$ cat src/rtl/sopc_2_pio_in.sv
// Avalon-MM input PIO: synchronized input bus, edge capture with level interrupt.
// Build option SOPC_PIO_IN_BIT_CLEAR_EN selects per-bit clear of edge_capture.
module sopc_2_pio_in #(
    parameter int WIDTH       = 17,
    parameter int SYNC_STAGES = 2,
    parameter int EDGE_TYPE   = 0
) (
    input  logic             clk,
    input  logic             reset_n,
    input  logic [1:0]       address,
    input  logic             chipselect,
    input  logic             write_n,
    input  logic [31:0]      writedata,
    input  logic             read_n,
    input  logic [WIDTH-1:0] in_port,
    output logic [31:0]      readdata,
    output logic             irq
);

    localparam logic [1:0] ADDR_DATA = 2'd0;
    localparam logic [1:0] ADDR_RSVD = 2'd1;
    localparam logic [1:0] ADDR_MASK = 2'd2;
    localparam logic [1:0] ADDR_EDGE = 2'd3;

    localparam logic [1:0] EDGE_SEL = 2'(EDGE_TYPE);

    localparam int              PRIME_W    = $clog2(SYNC_STAGES + 2);
    localparam logic [PRIME_W-1:0] PRIME_DONE = PRIME_W'(SYNC_STAGES + 1);

    logic [WIDTH-1:0]   sync_r [SYNC_STAGES];
    logic [WIDTH-1:0]   data_in_s;
    logic [WIDTH-1:0]   prev_r;
    logic [WIDTH-1:0]   edge_capture_r;
    logic [WIDTH-1:0]   irq_mask_r;
    logic [PRIME_W-1:0] prime_cnt_r;
    logic               primed_s;
    logic [WIDTH-1:0]   rise_s;
    logic [WIDTH-1:0]   fall_s;
    logic [WIDTH-1:0]   edge_raw_s;
    logic [WIDTH-1:0]   edge_s;
    logic [WIDTH-1:0]   clr_s;
    logic               wr_s;
    logic               rd_s;
    logic [31:0]        rd_mux_s;
    logic [31:0]        readdata_r;
    logic               irq_r;
    logic               unused_s;

    assign data_in_s = sync_r[SYNC_STAGES-1];
    assign wr_s      = chipselect & ~write_n;
    assign rd_s      = chipselect & ~read_n;
    assign rise_s    = data_in_s & ~prev_r;
    assign fall_s    = ~data_in_s & prev_r;
    assign primed_s  = (prime_cnt_r == PRIME_DONE);
    assign unused_s  = ^writedata;

    // Synchronizer chain; the last stage is the sampled data value.
    always_ff @(posedge clk or negedge reset_n) begin
        if (!reset_n) begin
            for (int i = 0; i < SYNC_STAGES; i++) begin
                sync_r[i] <= {WIDTH{1'b0}};
            end
        end else begin
            sync_r[0] <= in_port;
            for (int i = 1; i < SYNC_STAGES; i++) begin
                sync_r[i] <= sync_r[i-1];
            end
        end
    end

    // One-cycle delayed copy of the synchronized data for edge detection.
    always_ff @(posedge clk or negedge reset_n) begin
        if (!reset_n) begin
            prev_r <= {WIDTH{1'b0}};
        end else begin
            prev_r <= data_in_s;
        end
    end

    // Priming counter: holds off edge detection until the chain and prev hold real input.
    always_ff @(posedge clk or negedge reset_n) begin
        if (!reset_n) begin
            prime_cnt_r <= {PRIME_W{1'b0}};
        end else if (!primed_s) begin
            prime_cnt_r <= prime_cnt_r + PRIME_W'(1);
        end else begin
            prime_cnt_r <= prime_cnt_r;
        end
    end

    // Edge polarity selection, gated off while priming.
    always_comb begin
        edge_raw_s = {WIDTH{1'b0}};
        case (EDGE_SEL)
            2'd0:    edge_raw_s = rise_s;
            2'd1:    edge_raw_s = fall_s;
            2'd2:    edge_raw_s = rise_s | fall_s;
            default: edge_raw_s = rise_s;
        endcase
        if (primed_s) begin
            edge_s = edge_raw_s;
        end else begin
            edge_s = {WIDTH{1'b0}};
        end
    end

    // Clear vector for edge_capture writes.
    always_comb begin
        clr_s = {WIDTH{1'b0}};
        if (wr_s && (address == ADDR_EDGE)) begin
`ifdef SOPC_PIO_IN_BIT_CLEAR_EN
            clr_s = writedata[WIDTH-1:0];
`else
            clr_s = {WIDTH{1'b1}};
`endif
        end else begin
            clr_s = {WIDTH{1'b0}};
        end
    end

    // Edge capture: a new edge wins over a simultaneous clear.
    always_ff @(posedge clk or negedge reset_n) begin
        if (!reset_n) begin
            edge_capture_r <= {WIDTH{1'b0}};
        end else begin
            edge_capture_r <= (edge_capture_r & ~clr_s) | edge_s;
        end
    end

    // Interrupt mask register.
    always_ff @(posedge clk or negedge reset_n) begin
        if (!reset_n) begin
            irq_mask_r <= {WIDTH{1'b0}};
        end else if (wr_s && (address == ADDR_MASK)) begin
            irq_mask_r <= writedata[WIDTH-1:0];
        end else begin
            irq_mask_r <= irq_mask_r;
        end
    end

    // Registered level interrupt.
    always_ff @(posedge clk or negedge reset_n) begin
        if (!reset_n) begin
            irq_r <= 1'b0;
        end else begin
            irq_r <= |(edge_capture_r & irq_mask_r);
        end
    end

    // Read mux; values are taken before any same-cycle write lands.
    always_comb begin
        rd_mux_s = 32'd0;
        case (address)
            ADDR_DATA: rd_mux_s[WIDTH-1:0] = data_in_s;
            ADDR_RSVD: rd_mux_s = 32'd0;
            ADDR_MASK: rd_mux_s[WIDTH-1:0] = irq_mask_r;
            ADDR_EDGE: rd_mux_s[WIDTH-1:0] = edge_capture_r;
            default:   rd_mux_s = 32'd0;
        endcase
    end

    // Read data register, updated only on a read strobe.
    always_ff @(posedge clk or negedge reset_n) begin
        if (!reset_n) begin
            readdata_r <= 32'd0;
        end else if (rd_s) begin
            readdata_r <= rd_mux_s;
        end else begin
            readdata_r <= readdata_r;
        end
    end

    assign readdata = readdata_r;
    assign irq      = irq_r;

endmodule

$ cat config.mk
export PLATFORM = sky130hd
export DESIGN_NAME = sopc_2_pio_in
export DESIGN_NICKNAME = d
export VERILOG_FILES = /design/src/rtl/sopc_2_pio_in.sv
export SDC_FILE = /design/constraint.sdc
export NUM_CORES = 1
export LEC_CHECK = 0
export BUFFER_PORTS_ARGS = -buffer_cell sky130_fd_sc_hd__buf_2
export CORE_MARGIN = 10
export CORE_UTILIZATION = 53
export CTS_CLUSTER_SIZE = 12
export DETAILED_ROUTE_END_ITERATION = 6
export PLACE_DENSITY_LB_ADDON = 0.08
export SLEW_MARGIN = 20
export SYNTH_ARGS = -nofsm -noshare
export SYNTH_HDL_FRONTEND = slang
export SYNTH_SLANG_ARGS = --single-unit
$ cat constraint.sdc
create_clock -name clk -period 1.7 [get_ports clk]
set_input_delay 0.085 -clock clk [delete_from_list [all_inputs] [get_ports clk]]
set_output_delay 0.085 -clock clk [all_outputs]
set_load 0.02 [all_outputs]
==> reports/results.tsv, run 1 <==
stage	metric	value	unit
floorplanning	Die Wd	106	um
setup_path	Crit Path Max Fanout	3	
global_routing	GR Overflow Total	0	
synth	syn_area_per_cell	13.2	sq um
clock_tree	H-tree Lvls	3	
placement	gpl congestion	0.756	
pwr	VDD IR max	0.621	mV
layout	Multi-input gate area	1110	sq um
timing	final hold violations	0	
layout	fill cell count	554	
detailed_routing	Initial DRC Count	97	
timing	RSZ-0062 raised after global routing	false	
layout	share of layout cells above drive strength 1	24.9	%
global_routing	Global Route Usage Sum	14.5	%
setup_path	Crit. End Element	flip-flop	
setup_path	CP Buf/Inv Count	0	
timing	hold_ws	0.260	ns
floorplanning	# IOs	89	
pwr	Pleak	2.32	nW
clock_tree	clock sink count	105	
floorplanning	Core Region	7250	sq um
detailed_routing	Final ANT Viol Nets	0	
synth	Seq/Total Area, Yosys	66.6	%
detailed_routing	vias per inst	4.89	
layout	design area	4810	sq um
pwr	Pwr Density	1100	nW/um^2
placement	Placed Instance Area	4260	sq um
timing	Max Fclk	743	MHz
setup_path	critical path class	flip-flop to flip-flop	
detailed_routing	WL final	7.75	mm
setup_path	CP delay by family, top	compound AO/OA/AOI/OAI gates	
setup_path	critical path launch point type	flip-flop	
clock_tree	Clock Tree Root	clkbuf_8	
floorplanning	# rows	31	
setup_path	Req. time, crit path	1.93	ns
synth	synthesis warning total	0	
floorplanning	DIE AREA	11300	sq um
clock_tree	Clk Latency, worst-skew pair	0.36	ns
clock_tree	Max Root-Sink Buffers	2	
synth	Post-Syn Instances	298	
timing	Slew Limit Fails	0	
placement	port bufs	58	
layout	nets	451	
placement	Post-DP HPWL	5.18	mm
detailed_routing	routed via count	2427	
synth	cell area after synthesis	3950	sq um
detailed_routing	first-pass detailed-route iteration total	4	
timing	Tcrit/Tclk final	79.2	%
setup_path	CP max stage cell	dfrtp_1	
timing	Relative slew margins	53.9	%
run	maxcap violations	0	
synth	Cell variety after synth	29	
detailed_routing	DRC	0	
clock_tree	CTS tree	yes	
timing	final setup vio count	0	
layout	Antenna diodes	0	
floorplanning	die height	106	um
floorplanning	Initial Util	54.4	%
setup_path	critical path's largest stage delay	0.41	ns
synth	#FFs+latches synth	105	
timing	Worst Max-Slew Pin Slew	0.692	ns
setup_path	critical path arrival	1.57	ns
layout	FF+latch area	2630	sq um
clock_tree	# resized after CTS	0	
timing	Min Clock Period, post-route	1.35	ns
timing	Fin Setup TNS	0	ns
clock_tree	CTS buffer count	9	
layout	synthesis-to-finish area growth	21.9	%
min_path	Hold Crit Class	primary input to flip-flop	
status	status	finished clean	
detailed_routing	wire per inst	15.6	um
setup_path	crit-path cells	a22o_1, a221oi_1, and3_1, nand3_1	
global_routing	number of global-route vias before repair	2630	
clock_tree	Reg clk slew, reported paths	0.09	ns
clock_tree	post-CTS setup buffer count	0	
global_routing	global-route wire length before repair	13.1	mm
timing	clock skew	0.00872	ns
global_routing	initial antenna violation count	0	
global_routing	pin count of the biggest net entering global routing	106	
[power breakdown]
group | switching (mW) | total, mW | leakage [nW] | internal [mW]
sequential | 0.170 | 2.92 | 1.21 | 2.75
clock | 0.796 | 1.61 | 0.102 | 0.816
combinational | 0.391 | 0.760 | 1.02 | 0.369
total | 1.36 | 5.29 | 2.32 | 3.93
[final cells by class]
cell class / instances / share of cell area, %
clock buffers: 9 / 2.57
clock inverters: 5 / 1.69
inverters: 9 / 0.702
multi-input cells: 168 / 23.0
flip-flops and latches: 105 / 54.6
well taps: 99 / 2.57
repair buffers: 101 / 14.9
[layer usage]
layer | up-vias | global-route usage, % | part of all wire, %
met1 | 1183 | 19.4 | 47
li1 | 1181 | - | -
met3 | 10 | 3.56 | 4.7
met5 | - | 0 | 0
met2 | 53 | 22.3 | 46
met4 | 0 | 6.09 | 1.7
[synth_stat cells]
library cell	instances	area, sq um
buf_6	5	56.3
and3_1	1	6.26
and4bb_1	1	12.5
buf_2	4	20.0
nand3_1	1	5.00
buf_4	16	120
o21ai_0	14	70.1
buf_12	1	20.0
a32o_1	9	90.1
clkbuf_1	4	15.0
a21oi_1	17	85.1
mux2i_1	17	170
nand2b_1	1	6.26
a22o_1	1	8.76
conb_1	1	3.75
inv_1	9	33.8
a222oi_1	1	10.0
nand2_1	34	128
a221oi_1	2	17.5
xnor2_1	1	8.76
nand4b_4	1	23.8
a22oi_1	4	30.0
mux2_4	10	150
dfrtp_1	105	2630
nor2_1	17	63.8
ha_1	1	12.5
and2_1	1	6.26
o21ai_1	11	55.1
mux2_2	8	90.1
[sequential cells by signal, summed over array words and instances (netlist names)]
name,cells
data_in_s,17
edge_capture_r,17
irq,1
irq_mask_r,17
prev_r,17
prime_cnt_r,2
readdata,17
sync_r,17
[logic make-up after synthesis]
kind of cell / Yosys count / synth area share (%)
XOR/XNOR: 1 / 0.222
AND/OR/NAND/NOR: 57 / 6.37
AO/OA/AOI/OAI: 59 / 9.29
multiplexers: 35 / 10.4
other: 1 / 0.0950
flip-flops: 105 / 66.6
buffers and inverters: 39 / 6.72
adder cells (fa/ha/maj): 1 / 0.317
[cells in the final DEF (no fill, tap or decap), types with 2 or more instances in the layout]
master / n
buf_4: 8
o21ai_1: 11
buf_2: 57
a21oi_1: 17
conb_1: 15
bufinv_16: 2
nor2_1: 17
a22oi_1: 4
dlygate4sd3_1: 35
nand2_1: 34
dfrtp_1: 105
mux2i_1: 17
a221oi_1: 2
clkbuf_8: 9
mux2_4: 10
inv_1: 9
o21ai_0: 14
a32o_1: 9
mux2_2: 8
[tightest hold or removal path: stages]
cell      delay (ns)
buf_2           0.08
nand4b_4        0.27
nand2_1         0.08
o21ai_0         0.06
[worst paths after layout]
| check | startpoint | endpoint | slack [ns] | depth (start not counted) |
|---|---|---|---|---|
| min reg2reg | sync_r[23] | data_in_s[6] | 0.36 | 0 |
| min | write_n | edge_capture_r[9] | 0.26 | 4 |
| min in group asynchronous | reset_n | readdata[12] | 0.29 | 3 |
| max | irq_mask_r[10] | irq | 0.35 | 4 |
| max in group asynchronous | reset_n | edge_capture_r[10] | 0.96 | 3 |
| max reg2reg | irq_mask_r[10] | irq | 0.35 | 4 |
[stage by stage]
stage | util [%] | instances | power [mW] | setup slack [ns]
after CTS | 66.3 | 496 | 5.35 | 0.329
after global routing | 66.3 | 496 | 5.57 | 0.284
after global placement | 58.7 | 447 | 3.65 | 0.353
final | 66.3 | 496 | 5.29 | 0.354
after floorplan | - | 312 | 3.42 | 0.486
after detailed placement | 58.7 | 447 | 3.68 | 0.321
[repair_timing]
action	CTS	global route
endpoints found under the setup margin	0	0
hold endpoints to repair	139	0
hold buffers	35	0
Power figures use the tool's default switching activity.
==> run 2: changes to the inputs <==
--- a/config.mk
+++ b/config.mk
@@ -5,9 +5,10 @@
 export SDC_FILE = /design/constraint.sdc
 export NUM_CORES = 1
 export LEC_CHECK = 0
+export ABC_AREA = 1
 export BUFFER_PORTS_ARGS = -buffer_cell sky130_fd_sc_hd__buf_2
 export CORE_MARGIN = 10
-export CORE_UTILIZATION = 53
+export CORE_UTILIZATION = 48
 export CTS_CLUSTER_SIZE = 12
 export DETAILED_ROUTE_END_ITERATION = 6
 export PLACE_DENSITY_LB_ADDON = 0.08
==> constraint.sdc (replaced) <==
create_clock -name clk -period 1.2 [get_ports clk]
set_input_delay 0.06 -clock clk [delete_from_list [all_inputs] [get_ports clk]]
set_output_delay 0.06 -clock clk [all_outputs]
set_load 0.02 [all_outputs]
==> reports/results.tsv, run 2 <==
stage	metric	value	unit
floorplanning	die height	111	um
setup_path	crit-path cells	ha_2, buf_12, nand3b_1, o21ai_0	
clock_tree	Reg clk slew, reported paths	0.10	ns
placement	port bufs	58	
setup_path	Crit. End Element	flip-flop	
clock_tree	H-tree Lvls	3	
timing	Tcrit/Tclk final	89.3	%
synth	Post-synth EDFFs	0	
global_routing	met3 Usage GRT	4.65	%
synth	Cell variety after synth	21	
timing	final hold violations	0	
synth	Seq/Total Area, Yosys	65.7	%
layout	fin cells	614	
layout	nets	561	
floorplanning	# IOs	89	
setup_path	critical path launch point type	flip-flop	
pwr	Switching Power	2.05	mW
pwr	Pwr Density	1460	nW/um^2
detailed_routing	WL final	9.06	mm
global_routing	M2 GR Usage	24.8	%
detailed_routing	routed via count	2948	
placement	Post-DP HPWL	6.02	mm
setup_path	CP max stage cell	dfrtp_1	
detailed_routing	first-pass detailed-route iteration total	4	
run	maxcap violations	0	
pwr	Sw Ratio	27.9	%
floorplanning	Core Region	8180	sq um
clock_tree	Clock Tree Root	clkbuf_8	
floorplanning	DIE AREA	12400	sq um
synth	Primary FF master, synth	dfrtp_1	
pwr	Flop pwr share	55.3	%
layout	share of layout cells above drive strength 1	19.1	%
timing	Max Fclk	934	MHz
detailed_routing	Initial DRC Count	103	
status	status	finished clean	
clock_tree	clock sink count	105	
setup_path	CP delay by family, top	flip-flops	
synth	synthesis warning total	0	
global_routing	pin count of the biggest net entering global routing	36	
pwr	PnR Total Power	7.35	mW
setup_path	Crit Path Max Fanout	17	
global_routing	met1 global-route usage	18.7	%
setup_path	Req. time, crit path	1.45	ns
timing	RSZ-0062 raised after global routing	false	
layout	fill cell count	721	
floorplanning	Initial Util	48.9	%
layout	commonest non-fill, non-tap cell in the layout	nand2_1	
placement	placed insts	563	
synth	most frequent cells after synthesis	nand2_1, dfrtp_1, nand3_1	
setup_path	critical path class	flip-flop to flip-flop	
pwr	clock group share of total power	30.0	%
detailed_routing	vias per inst	4.80	
global_routing	Global Route Usage Sum	15.2	%
layout	commonest cells after routing, fill and taps aside	nand2_1, dfrtp_1, buf_2, dlygate4sd3_1, nand3_1	
clock_tree	Max Root-Sink Buffers	2	
global_routing	number of global-route vias before repair	3032	
timing	hold_ws	0.0903	ns
min_path	worst hold start	write_n	
synth	post-synth top area cell	dfrtp_1	
timing	Fin Setup TNS	0	ns
synth	Post-Syn Instances	400	
global_routing	global-route wire length before repair	15.4	mm
detailed_routing	DRC	0	
timing	PnR worst setup slack	0.129	ns
placement	Setup WS pre-CTS	0.0629	ns
layout	synthesis-to-finish area growth	25.8	%
clock_tree	Clk Latency, worst-skew pair	0.36	ns
pwr	VDD IR max	0.691	mV
floorplanning	# rows	33	
layout	fin util	61.5	%
timing	final setup vio count	0	
synth	most used standard cell by instance count after synthesis	nand2_1	
timing	Slew Limit Fails	0	
timing	clock skew	0.00533	ns
synth	#FFs+latches synth	105	
floorplanning	Die Wd	111	um
placement	Placed Instance Area	4480	sq um
min_path	Hold Crit Class	primary input to flip-flop	
layout	Antenna diodes	0	
setup_path	critical path's largest stage delay	0.41	ns
pwr	Comb power frac	14.7	%
clock_tree	CTS buffer count	9	
global_routing	gr busiest metal	met2	
global_routing	GR Overflow Total	0	
layout	design area	5030	sq um
synth	main area contributors after synthesis	dfrtp_1, nand2_1, nand3_1, o21ai_0, buf_4	
timing	Min Clock Period, post-route	1.07	ns
setup_path	CP Buf/Inv Count	1	
synth	syn_area_per_cell	10.0	sq um
detailed_routing	Final ANT Viol Nets	0	
pwr	Pint	5.30	mW
detailed_routing	wire per inst	14.8	um
setup_path	Crit. Startpoint	prime_cnt_r[0]	
global_routing	initial antenna violation count	0	
placement	gpl congestion	0.791	
setup_path	critical path arrival	1.32	ns
pwr	Pleak	2.58	nW
clock_tree	CTS tree	yes	
synth	area share of the leading cell type in the synthesized netlist	65.7	%
synth	async set-reset flop share out of synthesis	100	%
setup_path	flop-to-flop setup slack	0.13	ns
setup_path	reg-to-reg startpoint	prime_cnt_r[0]	
synth	cell area after synthesis	4000	sq um
[run 2: changes by cell type in the layout (fill, tap and decap cells not counted), moves of 7 or more]
cell | previous run | this run
mux2i_1 | 17 | 0
mux2_2 | 8 | 1
o21ai_0 | 14 | 27
nand3_1 | 1 | 33
a21oi_1 | 17 | 0
mux2_4 | 10 | 0
nand3b_1 | 0 | 10
o21ai_1 | 11 | 0
a32o_1 | 9 | 0
inv_1 | 9 | 21
o22ai_1 | 0 | 7
nand2_1 | 34 | 138
[run 2: power groups by stage]
stage / Clock, mW / Combinational [mW] / Sequential (mW)
3_5_place_dp: 0 / 1.01 / 4.14
6_report: 2.21 / 1.08 / 4.07
2_1_floorplan: 0 / 0.523 / 4.20
4_1_cts: 2.30 / 1.10 / 4.07
5_1_grt: 2.44 / 1.21 / 4.12
3_3_place_gp: 0 / 0.992 / 4.12
[run 2: what timing repair did]
action / in CTS / in global routing
setup endpoints to repair: 0 / 1
setup buffers: 0 / 0
gates resized for setup: 0 / 1
hold buffers: 35 / 0
hold endpoints to repair: 139 / 0
[run 2: logic make-up after synthesis]
logic type | after synthesis | synth area share, %
xor gates and xnor gates | 1 | 0.219
other | 1 | 0.0937
and+or+nand+nor | 206 | 22.2
muxes | 1 | 0.281
DFF | 105 | 65.7
buffers and inverters | 51 | 6.76
adders and majority gates | 1 | 0.313
AOI/OAI and AO/OA | 34 | 4.47
[run 2: metal layers]
| layer | routed length, um | up-vias |
|---|---|---|
| met5 | 0 | - |
| met4 | 86 | 0 |
| met3 | 519 | 6 |
| met2 | 4430 | 65 |
| met1 | 4030 | 1430 |
| li1 | - | 1447 |
[run 2: worst reg2reg max path, stage by stage, from the launching register on]
cell and delay (ns):
dfrtp_1 0.41, ha_2 0.22, buf_12 0.16, nand3b_1 0.09, o21ai_0 0.08
[run 2: cell type report]
class	count	area, sq um	area share (%)
Multi-Input combinational cell	258	1160	23.0
Timing Repair Buffer	108	831	16.5
Inverter	22	82.6	1.64
Clock inverter	6	73.8	1.47
Clock buffer	10	128	2.54
Sequential cell	105	2630	52.2
Tap cell	105	131	2.61
[run 2: path summary, 6_finish.rpt]
kind	to	depth (start not counted)
min in group asynchronous	sync_r[17]	2
setup / recovery	edge_capture_r[5]	4
hold reg to reg	data_in_s[4]	0
hold / removal	irq_mask_r[0]	4
max in group asynchronous	prev_r[14]	3
setup reg to reg	edge_capture_r[5]	4
